`src/rtl/sparse_pkg.sv`:
```
// Shared types and widths for the sparse weight encoder and address generation.
package sparse_pkg;
  localparam int NUM_GRP_DEF = 4;
  localparam int R_W   = 3;
  localparam int K_W   = 5;
  localparam int VAL_W = 8;
  localparam int PTR_W = 11;

  typedef enum logic [1:0] {
    S_IDLE  = 2'd0,
    S_SCAN  = 2'd1,
    S_DRAIN = 2'd2,
    S_DONE  = 2'd3
  } state_t;

  typedef struct packed {
    logic [R_W-1:0]   r;
    logic [K_W-1:0]   k;
    logic [VAL_W-1:0] val;
  } entry_t;

  // Group index width; a single group still needs one bit.
  function automatic int grp_w(input int n);
    return (n > 1) ? $clog2(n) : 1;
  endfunction
endpackage

```
`src/rtl/swe_scan_ctr.sv`:
```
// Nested g/r/k scan counters: k fastest, then r, then g.
module swe_scan_ctr
  import sparse_pkg::*;
#(
  parameter int NUM_GRP = NUM_GRP_DEF,
  localparam int G_W    = grp_w(NUM_GRP)
) (
  input  logic           i_clk,
  input  logic           i_rst_n,
  input  logic           clr,
  input  logic           adv,
  input  logic [R_W-1:0] num_r,
  input  logic [K_W-1:0] num_k,
  output logic [G_W-1:0] g,
  output logic [R_W-1:0] r,
  output logic [K_W-1:0] k,
  output logic           last_grp,
  output logic           last_all
);
  logic last_k, last_r;

  assign last_k   = (k == num_k - K_W'(1));
  assign last_r   = (r == num_r - R_W'(1));
  assign last_grp = last_k && last_r;
  assign last_all = last_grp && (g == G_W'(NUM_GRP - 1));

  // Advance one element per accepted weight; clear on a new job.
  always_ff @(posedge i_clk or negedge i_rst_n) begin
    if (!i_rst_n) begin
      g <= '0;
      r <= '0;
      k <= '0;
    end else if (clr) begin
      g <= '0;
      r <= '0;
      k <= '0;
    end else if (adv) begin
      if (!last_k) begin
        k <= k + K_W'(1);
      end else begin
        k <= '0;
        if (!last_r) begin
          r <= r + R_W'(1);
        end else begin
          r <= '0;
          g <= last_all ? '0 : g + G_W'(1);
        end
      end
    end
  end
endmodule

```
`src/rtl/sparse_weight_encoder.sv`:
```
// Compresses a dense weight stream into (r,k,val) entries with per-group end pointers.
module sparse_weight_encoder
  import sparse_pkg::*;
#(
  parameter int NUM_GRP     = NUM_GRP_DEF,
  parameter int MAX_ENTRIES = 1024
) (
  input  logic             i_clk,
  input  logic             i_rst_n,
  input  logic             i_start,
  input  logic [R_W-1:0]   i_num_r,
  input  logic [K_W-1:0]   i_num_k,
  input  logic             i_valid,
  input  logic [VAL_W-1:0] i_data,
  output logic             o_ready,
  output logic             o_valid,
  input  logic             i_ready,
  output logic [R_W-1:0]   o_r,
  output logic [K_W-1:0]   o_k,
  output logic [VAL_W-1:0] o_val,
  output logic [PTR_W-1:0] o_ptr [0:NUM_GRP-1],
  output logic [PTR_W-1:0] o_len,
  output logic             o_finish,
  output logic             o_overflow,
  output logic             o_busy
);
  localparam int G_W = grp_w(NUM_GRP);
  localparam logic [PTR_W-1:0] MAX_L = PTR_W'(MAX_ENTRIES);

  state_t           state, state_nxt;
  logic [R_W-1:0]   num_r;
  logic [K_W-1:0]   num_k;
  logic [G_W-1:0]   g;
  logic [R_W-1:0]   r;
  logic [K_W-1:0]   k;
  logic             last_grp, last_all;
  entry_t           ent;
  logic             start_ok, accept, nz, full, store, drop;
  logic [PTR_W-1:0] len_nxt;

  assign start_ok = (state == S_IDLE) && i_start;
  assign accept   = i_valid && o_ready;
  assign nz       = (i_data != '0);
  assign full     = (o_len == MAX_L);
  assign store    = accept && nz && !full;
  assign drop     = accept && nz && full;
  // Group end pointer includes the element being accepted this cycle.
  assign len_nxt  = store ? o_len + PTR_W'(1) : o_len;

  assign o_r   = ent.r;
  assign o_k   = ent.k;
  assign o_val = ent.val;

  swe_scan_ctr #(.NUM_GRP(NUM_GRP)) u_ctr (
    .i_clk    (i_clk),
    .i_rst_n  (i_rst_n),
    .clr      (start_ok),
    .adv      (accept),
    .num_r    (num_r),
    .num_k    (num_k),
    .g        (g),
    .r        (r),
    .k        (k),
    .last_grp (last_grp),
    .last_all (last_all)
  );

  // State register.
  always_ff @(posedge i_clk or negedge i_rst_n) begin
    if (!i_rst_n) state <= S_IDLE;
    else          state <= state_nxt;
  end

  // Next-state logic; an empty kernel skips straight to done.
  always_comb begin
    state_nxt = state;
    case (state)
      S_IDLE:  if (i_start) state_nxt = (i_num_r == '0 || i_num_k == '0) ? S_DONE : S_SCAN;
      S_SCAN:  if (accept && last_all) state_nxt = S_DRAIN;
      S_DRAIN: if (!o_valid || i_ready) state_nxt = S_DONE;
      S_DONE:  state_nxt = S_IDLE;
      default: state_nxt = S_IDLE;
    endcase
  end

  // Handshake and status outputs derived from state.
  always_comb begin
    o_ready  = 1'b0;
    o_busy   = 1'b0;
    o_finish = 1'b0;
    o_ready  = (state == S_SCAN) && (!o_valid || i_ready);
    o_busy   = (state != S_IDLE);
    o_finish = (state == S_DONE);
  end

  // Job dimensions are frozen for the whole scan.
  always_ff @(posedge i_clk or negedge i_rst_n) begin
    if (!i_rst_n) begin
      num_r <= '0;
      num_k <= '0;
    end else if (start_ok) begin
      num_r <= i_num_r;
      num_k <= i_num_k;
    end
  end

  // Single-entry output register; o_ready guarantees it is free when loading.
  always_ff @(posedge i_clk or negedge i_rst_n) begin
    if (!i_rst_n) begin
      o_valid <= 1'b0;
      ent     <= '0;
    end else if (store) begin
      o_valid <= 1'b1;
      ent     <= '{r: r, k: k, val: i_data};
    end else if (o_valid && i_ready) begin
      o_valid <= 1'b0;
    end
  end

  // Entry count, sticky overflow and per-group end pointers.
  always_ff @(posedge i_clk or negedge i_rst_n) begin
    if (!i_rst_n) begin
      o_len      <= '0;
      o_overflow <= 1'b0;
      for (int i = 0; i < NUM_GRP; i++) o_ptr[i] <= '0;
    end else if (start_ok) begin
      o_len      <= '0;
      o_overflow <= 1'b0;
      for (int i = 0; i < NUM_GRP; i++) o_ptr[i] <= '0;
    end else begin
      o_len <= len_nxt;
      if (drop) o_overflow <= 1'b1;
      if (accept && last_grp) begin
        for (int i = 0; i < NUM_GRP; i++)
          if (g == G_W'(i)) o_ptr[i] <= len_nxt;
      end
    end
  end
endmodule

```
`config.mk`:
```
export PLATFORM = sky130hd
export DESIGN_NAME = sparse_weight_encoder
export DESIGN_NICKNAME = d
export VERILOG_FILES = /design/src/rtl/sparse_pkg.sv /design/src/rtl/swe_scan_ctr.sv /design/src/rtl/sparse_weight_encoder.sv
export SDC_FILE = /design/constraint.sdc
export NUM_CORES = 1
export LEC_CHECK = 0
export CORE_MARGIN = 3
export CORE_UTILIZATION = 46
export DETAILED_ROUTE_END_ITERATION = 8
export PLACE_DENSITY = 0.76
export SLEW_MARGIN = 20
export SYNTH_ARGS = -nofsm -noshare
export SYNTH_HDL_FRONTEND = slang
export SYNTH_SLANG_ARGS = --single-unit
```
`constraint.sdc`:
```
create_clock -name i_clk -period 2.2 [get_ports i_clk]
set_input_delay 0.55 -clock i_clk [delete_from_list [all_inputs] [get_ports i_clk]]
set_output_delay 0.55 -clock i_clk [all_outputs]
set_load 0.03 [all_outputs]
```
# Yosys cells after proc, flatten, opt, wreduce, memory -nomap -nowiden

Index checks and enable logic that the tools add are counted.
Widths: inputs -> output; s select.

Mux-type cells: 29
Add/sub/neg operators: 6
Equal/unequal tests: 12
Reduce and logical (&&, ||, !) cells: 38

Operators with widths:

| kind                  | count |
|---|---|
| $mux 44               | 2 |
| $mux 11               | 6 |
| $reduce_bool 2->1     | 11 |
| $mux 2                | 9 |
| $mux 5                | 3 |
| $mux 3                | 4 |
| $add 11x1->11 const B | 1 |
| $eq 11x11->1 const B  | 1 |
| $logic_and 1x1->1     | 11 |
| $reduce_and 2->1      | 5 |
| $eq 2x2->1 const B    | 4 |
| $pmux 2 s4            | 1 |
| $reduce_bool 8->1     | 1 |
| $ne 2x2->1 const B    | 3 |
| $reduce_and 3->1      | 2 |
| $add 5x1->5 const B   | 1 |
| $eq 5x5->1            | 1 |
| $logic_not 5->1       | 1 |
| $sub 5x1->5 const B   | 1 |
| $eq 2x1->1 const B    | 2 |
| $logic_not 2->1       | 2 |
| $mux 1                | 4 |
| $add 3x1->3 const B   | 1 |
| $eq 3x3->1            | 1 |
| other kinds (5)       | 7 |

Word-level logic and storage cells: 101
Output and inout bits: 76
Flip-flop bits (word level): 93
Bits of input ports: 21

# Depth between registers and ports, before layout

Gate-level depths: netlist (run 1).

Word-level depth: 10
Mapped depth: 10
Gate-level depth less buffers: 7

# Cells and area by module

From an unflattened synthesis (run 1), not the netlist that was laid out.

Cells, all modules: 408
Area, all modules: 4484.3 um2

By module, submodules not included:

| module                | cells an instance | area an instance (um2) | times used | sequential area each (um2) |
|---|---|---|---|---|
| sparse_weight_encoder | 316               | 3649.8                 | 1          | 2077.0 |
| swe_scan_ctr          | 92                | 834.6                  | 1          | 250.2 |

# Least setup slack after synthesis (run 1)

Ideal clock, no wire load.

Path type: register to register
From: reg num_r[0]
To: reg o_ptr[22] (netlist name)
Clock period less this slack: 2157 ps
Slack: 43 ps
Setup time: 125 ps
Buffers on the path: 1
Stages on the path, launching flop included: 9
Arrival: 2032 ps
Required time: 2075 ps
Cells stage by stage: dfrtp_1 -> inv_1 -> ha_1 -> xnor3_1 -> a31o_4 -> and3_4 -> buf_6 -> a21oi_4 -> mux2_4

Longest elaborated chain between the ends: 6

RTL lines:

| what                               | line                         | text |
|---|---|---|
| start: declaration                 | sparse_weight_encoder.sv:31  | `logic [R_W-1:0] num_r;` |
| start signal: assignment           | sparse_weight_encoder.sv:102 | `num_r <= i_num_r;` |
| $sub 3x1->3                        | swe_scan_ctr.sv:23           | `assign last_r = (r == num_r - R_W'(1));` |
| $eq 3x3->1                         | swe_scan_ctr.sv:23           |  |
| $logic_and 1x1->1                  | swe_scan_ctr.sv:24           | `assign last_grp = last_k && last_r;` |
| $logic_and 1x1->1                  | sparse_weight_encoder.sv:133 | `if (accept && last_grp) begin` |
| $reduce_bool 2->1 (no source line) | n/a                          |  |
| $reduce_and 2->1 (no source line)  | n/a                          |  |
| end signal: indexed assignment     | sparse_weight_encoder.sv:135 | `if (g == G_W'(i)) o_ptr[i] <= len_nxt;` |
| end: declaration                   | sparse_weight_encoder.sv:21  | `output logic [PTR_W-1:0] o_ptr [0:NUM_GRP-1],` |

Every way passes these cells.
A chain may end at the register's enable or synchronous reset.

# Worst setup path after layout (run 1)

From: reg u_ctr.k[2]
To: reg o_ptr[12] (netlist name)

Longest elaborated chain between the ends: 5

RTL lines:

| what                               | line                         | text |
|---|---|---|
| start: declaration                 | swe_scan_ctr.sv:16           | `output logic [K_W-1:0] k,` |
| start signal: assignment           | swe_scan_ctr.sv:39           | `k <= k + K_W'(1);` |
| $eq 5x5->1                         | swe_scan_ctr.sv:22           | `assign last_k = (k == num_k - K_W'(1));` |
| $logic_and 1x1->1                  | swe_scan_ctr.sv:24           |  |
| $logic_and 1x1->1                  | sparse_weight_encoder.sv:133 |  |
| $reduce_bool 2->1 (no source line) | n/a                          |  |
| $reduce_and 2->1 (no source line)  | n/a                          |  |

Every way passes these cells.

==> metrics.txt, run 1 <==
Post-DRT Antenna Nets 0; Final Max Tran Viols 0; most frequent cells after synthesis dfrtp_1, a21oi_1, nand2_1; most numerous cell in the Yosys netlist dfrtp_1; Die H 107 µm; Hold Violations, Final 0; drt initial violations 235; FP Rows 36; footprint of the multi-input gates 2350 µm²; crit end category register; cell depth of the worst flop-to-flop path 7; clock insertion delay at the later pin of the skew report 0.36 ns; r2r startpoint u_ctr.k[2]; synthesized netlist cell count 442; CTS tree built; fin crit share 0.988; simple-gate area share of the yosys netlist 0.132; ys flop type dfrtp_1; cell count along the critical path 7; Mapped Nets 478; clock tree buffer depth 2; I/O Buffers 96; pin count of the biggest net entering global routing 51; worst-margin pin slew 0.495 ns; crit path launch u_ctr.k[2]; setup repair after global routing missed its margin yes; Root Buffer clkbuf_8; CP Max Fanout 6; post-synthesis sequential area ratio 0.498; Final Util 0.674; Ys Warns 0; Max Cap Viol 0; Period minus WS final 2.17 ns; Detail Placement HPWL 9170 µm; share of layout cells above drive strength 1 0.244; TritonRoute pass-1 iters 5; drt wl/cell 18.6 µm; Die Area 11400 µm²; # IOs 97; post-placement setup slack -0.411 ns; Initial Utilization 0.476; Crit path max-delay family simple AND/OR/NAND/NOR gates; GP Congestion 0.883; Synth Area in XOR/XNOR 0.0198; Post-Synth Adder-Cell Area 0.0401; FMAX 460 MHz; vias per cell 5.84; post-synth top area share 0.498; Fillers 780; first-pass GRT wire length 21100 µm; FF/Latch Area 2330 µm²; worst hold margin 0.166 ns; vias in the first global route 3993; Worst EP arrival 2.42 ns; CTS Hold Bufs 0; Final Instance Area 6620 µm²; Hold Path Class input pin to asynchronous set/reset pin; Critical Path, Cell by Cell buf_4, and2b_1, nor3_2, o311ai_4, o21ai_1, buf_4, mux2_4; TritonCTS Buffers 9; leakage 0.00288 µW; overall routing resource usage 0.236; DRC Markers 0; die width 107 µm; Relative slew margins 0.669; largest family of logic cells by synthesized area compound AO/OA/AOI/OAI gates; Reg clk slew, reported paths 0.09 ns; Routed Wire Length 13500 µm; Clock Skew 0.0111 ns; top cells by area, synth dfrtp_1, mux2_2, a21oi_1, ha_1, o21ai_0; biggest cell delay along the critical path 0.42 ns; post-synthesis compound-gate area fraction 0.188; CP max stage cell dfrtp_1; placed cell area 6140 µm²; post-synthesis mux area share 0.0787; share of synthesized registers carrying an async set or reset 1.00; final setup vio count 0; antenna violations before repair 0; Pwr Density 1070 nW/µm²; H-tree depth 3; grt ovf 0; Yosys cell types 57; CTS Sinks 93; Final WS setup 0.0256 ns; # diodes 0; worst path bufs/invs 2; worst path required time 2.44 ns; Core Area 9820 µm²; Area growth syn-to-layout 41.5%; Peak supply drop 0.000846 V; Post-synth EDFFs 0; NumNets Final 622; flops & latches, synth 93; Post-Syn Area 4680 µm²; Avg Synthesized Cell Area 10.6 µm²; Setup Crit Path Kind register to register; Synth area leader dfrtp_1; most used cell, CP buf_4; Vias 4219; outcome completed; CP Launch Type register
placed cells by master (no fill, tap or decap), drive strengths merged, types with 7 or more instances in the layout:
| cell | synthesis | layout |
|---|---|---|
| mux2 | 29 | 29 |
| ha | 15 | 15 |
| nor2 | 29 | 29 |
| o21ai | 33 | 33 |
| dfrtp | 93 | 93 |
| a21oi | 43 | 43 |
| clkbuf | 11 | 12 |
| nor3 | 7 | 7 |
| inv | 15 | 15 |
| nand3 | 12 | 12 |
| nand2 | 33 | 33 |
| o211ai | 8 | 8 |
| nor4 | 7 | 7 |
| clkdlybuf4s50 | 0 | 90 |
| buf | 15 | 64 |
| a311oi | 8 | 8 |
| o2111ai | 16 | 16 |
area by class of cell:
class / instances / area share
timing repair buffer: 158 / 0.228
sequential: 93 / 0.352
clock inverter: 4 / 0.0112
inverter: 15 / 0.00851
clock buffer: 11 / 0.0199
multi-input combinational: 309 / 0.356
tap: 133 / 0.0251
kinds of logic after synthesis:
logic type,Yosys count
DFF,93
xor gates and xnor gates,9
AOI/OAI and AO/OA,131
adders and majority gates,15
and+or+nand+nor,121
buffers and inverters,41
muxes,32
metal layers:
metal	share of wire	global-route usage	wire, µm
met1	0.43	0.334	5740
met2	0.48	0.364	6450
met3	0.079	0.0518	1060
met4	0.016	0.0712	209
met5	0	0	0
through the flow:
step            TNS (ns)  cells  total power (µW)
2_1_floorplan          0    442              4260
3_3_place_gp      -18.43    700              5370
3_5_place_dp      -23.46    700              5450
4_1_cts        -0.000210    718              6940
5_1_grt           -0.948    723              7450
6_report               0    723              7070
report_power, final:
| part | leakage [µW] | switching (µW) | internal (µW) |
|---|---|---|---|
| sequential | 0.00122 | 297 | 2070 |
| clock | 0.000103 | 591 | 636 |
| combinational | 0.00156 | 1930 | 1540 |
| total | 0.00288 | 2820 | 4250 |
worst paths after layout:
| check | slack (ns) | end |
|---|---|---|
| setup reg to reg | 0.03 | o_ptr[12] |
| max in group asynchronous | 1.77 | num_k[2] |
| hold / removal | 0.17 | o_ptr[17] |
| min in group i_clk | 0.50 | o_ptr[34] |
| setup / recovery | 0.03 | o_ptr[12] |
| hold reg to reg | 0.50 | o_ptr[34] |
state kept, by name (all words and copies together), names as in the netlist:
register,cells
num_k,5
state,2
num_r,3
o_ptr,44
u_ctr.k,5
o_len,11
o_val,8
u_ctr.r,3
o_k,5
o_r,3
o_valid,1
o_overflow,1
u_ctr.g,2
worst register-to-register path, delay by kind of cell, from the launching register on:
kind / cells / cell delay [ns]
AOI/OAI and AO/OA: 2 / 0.42
and+or+nand+nor: 2 / 0.58
buffers and inverters: 2 / 0.33
muxes: 1 / 0.30
DFF: 1 / 0.42
timing repair:
item                                    4_1_cts  5_1_grt
endpoints found under the setup margin       20       70
setup buffers                                 2        5
gates resized for setup                      20       28
cloned                                        1        0
pin swaps                                     5       12
No activity file was read; power rests on OpenSTA's default activity.
==> inputs of run 2 (changes only) <==
--- a/config.mk
+++ b/config.mk
@@ -8,6 +8,7 @@
 export CORE_MARGIN = 3
 export CORE_UTILIZATION = 46
 export DETAILED_ROUTE_END_ITERATION = 8
+export HOLD_SLACK_MARGIN = 0.02
 export PLACE_DENSITY = 0.76
 export SLEW_MARGIN = 20
 export SYNTH_ARGS = -nofsm -noshare
==> results of run 2 <==
The final DEF is identical to that of run 1; final timing and power are the same.
==> inputs of run 3 (changes only) <==
--- a/config.mk
+++ b/config.mk
@@ -5,6 +5,7 @@
 export SDC_FILE = /design/constraint.sdc
 export NUM_CORES = 1
 export LEC_CHECK = 0
+export CORE_ASPECT_RATIO = 0.5
 export CORE_MARGIN = 3
 export CORE_UTILIZATION = 46
 export DETAILED_ROUTE_END_ITERATION = 8
==> constraint.sdc (replaced) <==
create_clock -name i_clk -period 1.75 [get_ports i_clk]
set_input_delay 0.4375 -clock i_clk [delete_from_list [all_inputs] [get_ports i_clk]]
set_output_delay 0.4375 -clock i_clk [all_outputs]
set_load 0.1 [all_outputs]
==> metrics.txt, run 3 <==
most frequent cells after synthesis dfrtp_1, a21oi_1, nand2_1; First Err [ERROR DPL-0033] detailed placement checks failed during check placement.; Avg Synthesized Cell Area 10.6 µm²; post-placement setup slack -0.746 ns; I/O Buffers 96; placed cells 734; die width 149 µm; antenna violations before repair 1; outcome did not finish; CTS Sinks 93; H-tree depth 3; CTS Hold Bufs 0; Detail Placement HPWL 10400 µm; # IOs 97; FP Rows 25; TritonCTS Buffers 9; Post-Syn Area 4680 µm²; Synth area leader dfrtp_1; top cells by area, synth dfrtp_1, mux2_2, a21oi_1, ha_1, o21ai_0; Post-synth EDFFs 0; Initial Utilization 0.484; placed cell area 7400 µm²; Worst EP kind sequential cell input; share of synthesized registers carrying an async set or reset 1.00; GRT worst endpoint o_ptr[34]$_DFFE_PN0P_/D; clock tree buffer depth 2; synthesized netlist cell count 442; Yosys cell types 57; Root Buffer clkbuf_16; Ys Warns 0; post-synth top area share 0.498; ys flop type dfrtp_1; Mapped Nets 478; most numerous cell in the Yosys netlist dfrtp_1; Die H 77.3 µm; pin count of the biggest net entering global routing 44; post-synthesis sequential area ratio 0.498; flops & latches, synth 93; GP Congestion 0.892; Fail Step 5_1_grt
==> run 3: logic make-up after synthesis <==
kind of cell	after synthesis	synth area share
compound gates	131	0.188
xor+xnor	9	0.0198
fa+ha+maj	15	0.0401
buf+inv	41	0.0436
flops	93	0.498
mux	32	0.0787
simple gates	121	0.132
==> run 3: timing repair <==
item	CTS
buffers inserted	28
endpoints found under the setup margin	87
gates resized for setup	144
pin swaps	43
gates cloned	7
==> run 3: per-stage QoR <==
stage | hold WS, ns | util | setup TNS (ns)
4_1_cts | 0.0411 | 0.885 | -20.52
2_1_floorplan | 0.142 | - | -12.40
3_3_place_gp | 0.404 | 0.765 | -50.59
3_5_place_dp | 0.405 | 0.765 | -51.29
==> inputs of run 4 (changes only) <==
--- a/config.mk
+++ b/config.mk
@@ -5,12 +5,10 @@
 export SDC_FILE = /design/constraint.sdc
 export NUM_CORES = 1
 export LEC_CHECK = 0
-export CORE_ASPECT_RATIO = 0.5
 export CORE_MARGIN = 3
-export CORE_UTILIZATION = 46
+export CORE_UTILIZATION = 40
 export DETAILED_ROUTE_END_ITERATION = 8
-export HOLD_SLACK_MARGIN = 0.02
-export PLACE_DENSITY = 0.76
+export PLACE_DENSITY_LB_ADDON = 0.15
 export SLEW_MARGIN = 20
 export SYNTH_ARGS = -nofsm -noshare
 export SYNTH_HDL_FRONTEND = slang
==> constraint.sdc (replaced) <==
create_clock -name i_clk -period 2.3 [get_ports i_clk]
set_input_delay 0.575 -clock i_clk [delete_from_list [all_inputs] [get_ports i_clk]]
set_output_delay 0.575 -clock i_clk [all_outputs]
set_load 0.1 [all_outputs]
==> metrics.txt, run 4 (same netlist as run 1, synthesis figures left out) <==
outcome completed; Top reg by flops o_ptr; Area growth syn-to-layout 39.2%; commonest non-fill, non-tap cell in the layout buf_4; Peak supply drop 0.00102 V; worst path required time 1.73 ns; overall routing resource usage 0.204; cell depth of the worst flop-to-flop path 5; CTS Hold Bufs 0; Vias 4058; Die Area 13000 µm²; FMAX 444 MHz; pin count of the biggest net entering global routing 53; Setup Crit Path Kind input pin to output port; footprint of the multi-input gates 2290 µm²; most frequent cells in the layout buf_4, dfrtp_1, a21oi_1; Clock Skew 0.00587 ns; TritonCTS Buffers 9; # IOs 97; clock insertion delay at the later pin of the skew report 0.35 ns; final setup vio count 0; Root Buffer clkbuf_16; Power, Total 8580 µW; Detail Placement HPWL 9470 µm; Hold Violations, Final 0; Final Max Tran Viols 0; TritonRoute pass-1 iters 6; CP Max Fanout 4; share of layout cells above drive strength 1 0.357; Worst EP arrival 1.68 ns; NumNets Final 617; CP Launch Type input pin; Reg clk slew, reported paths 0.06 ns; FP Rows 38; vias per cell 5.59; Initial Utilization 0.420; vias in the first global route 4075; clock tree buffer depth 2; I/O Buffers 96; Hold Path Class input pin to asynchronous set/reset pin; Core Area 11100 µm²; DRC Markers 0; drt wl/cell 18.7 µm; H-tree depth 3; Fillers 976; worst r2r dst u_ctr.k[3]; Post-DRT Antenna Nets 0; # diodes 0; Die H 114 µm; r2r startpoint u_ctr.k[2]; max reg flops 44; Final Non-Filler Cells 726; antenna violations before repair 0; Routed Wire Length 13600 µm; Period minus WS final 2.25 ns; placed cells 704; drt initial violations 252; leakage 0.00299 µW; worst-margin pin slew 0.587 ns; fin crit share 0.979; die width 114 µm; CTS tree built; crit end category output port; Reg2Reg Setup Slack 0.06 ns; Max Cap Viol 0; grt ovf 0; GP Congestion 0.808; Final Util 0.585; Pwr Density 1320 nW/µm²; CTS Sinks 93; Relative slew margins 0.606; first-pass GRT wire length 20800 µm; FF/Latch Area 2340 µm²
==> run 4: worst max-delay path: stages <==
cell	delay, ns
clkdlybuf4s50_1	0.42
nand2b_4	0.17
buf_4	0.14
and2_2	0.20
buf_12	0.16
==> run 4: worst max path at each step <==
stage	start	endpoint	slack, ns	cells past startpoint
3_5_place_dp	i_data[5]	o_r[0]	-0.26	8
5_1_grt	u_ctr.k[2]	u_ctr.k[4]	-0.02	5
2_1_floorplan	o_len[0]	o_k[4]	0.05	7
4_1_cts	i_ready	o_ready	0.0004	5
3_3_place_gp	i_data[5]	o_k[0]	-0.23	8
6_report	i_ready	o_ready	0.05	5
==> run 4: final cells by class <==
class                           count  share of cell area
Sequential cell                    93               0.359
Multi-Input combinational cell    310               0.351
Inverter                           15             0.00865
Clock inverter                      3              0.0138
Clock buffer                       13              0.0415
Timing Repair Buffer              152               0.199
Tap cell                          140              0.0269
==> run 4: per-stage QoR <==
| step | hold slack [ns] | TNS, ns | worst slack, ns | cell area (µm²) |
|---|---|---|---|---|
| detailed placement | 0.481 | -9.44 | -0.262 | 5980 |
| global placement | 0.473 | -8.86 | -0.231 | 5980 |
| finish | 0.187 | 0 | 0.0474 | 6510 |
| global route | 0.220 | -0.103 | -0.0223 | 6510 |
| CTS | 0.200 | 0 | 0.000441 | 6340 |
| floorplan | 0.279 | 0 | 0.0525 | 4690 |
==> run 4: what timing repair did <==
item                       in CTS  in global routing
setup endpoints to repair       0                 37
resized for setup               0                 21
buffers inserted                0                  4
==> run 4: power by group <==
group	internal, µW	leakage [µW]	total (µW)	switching (µW)
Sequential	1990	0.00121	2280	290
Combinational	1440	0.00160	4530	3090
Clock	1150	0.000176	1770	623
==> run 4: metal layers <==
metal	global-route usage	routed length, µm	up-vias
li1	-	-	1916
met1	0.270	5980	2022
met2	0.331	6560	105
met3	0.0566	849	15
met4	0.0562	180	0
met5	0	0	-
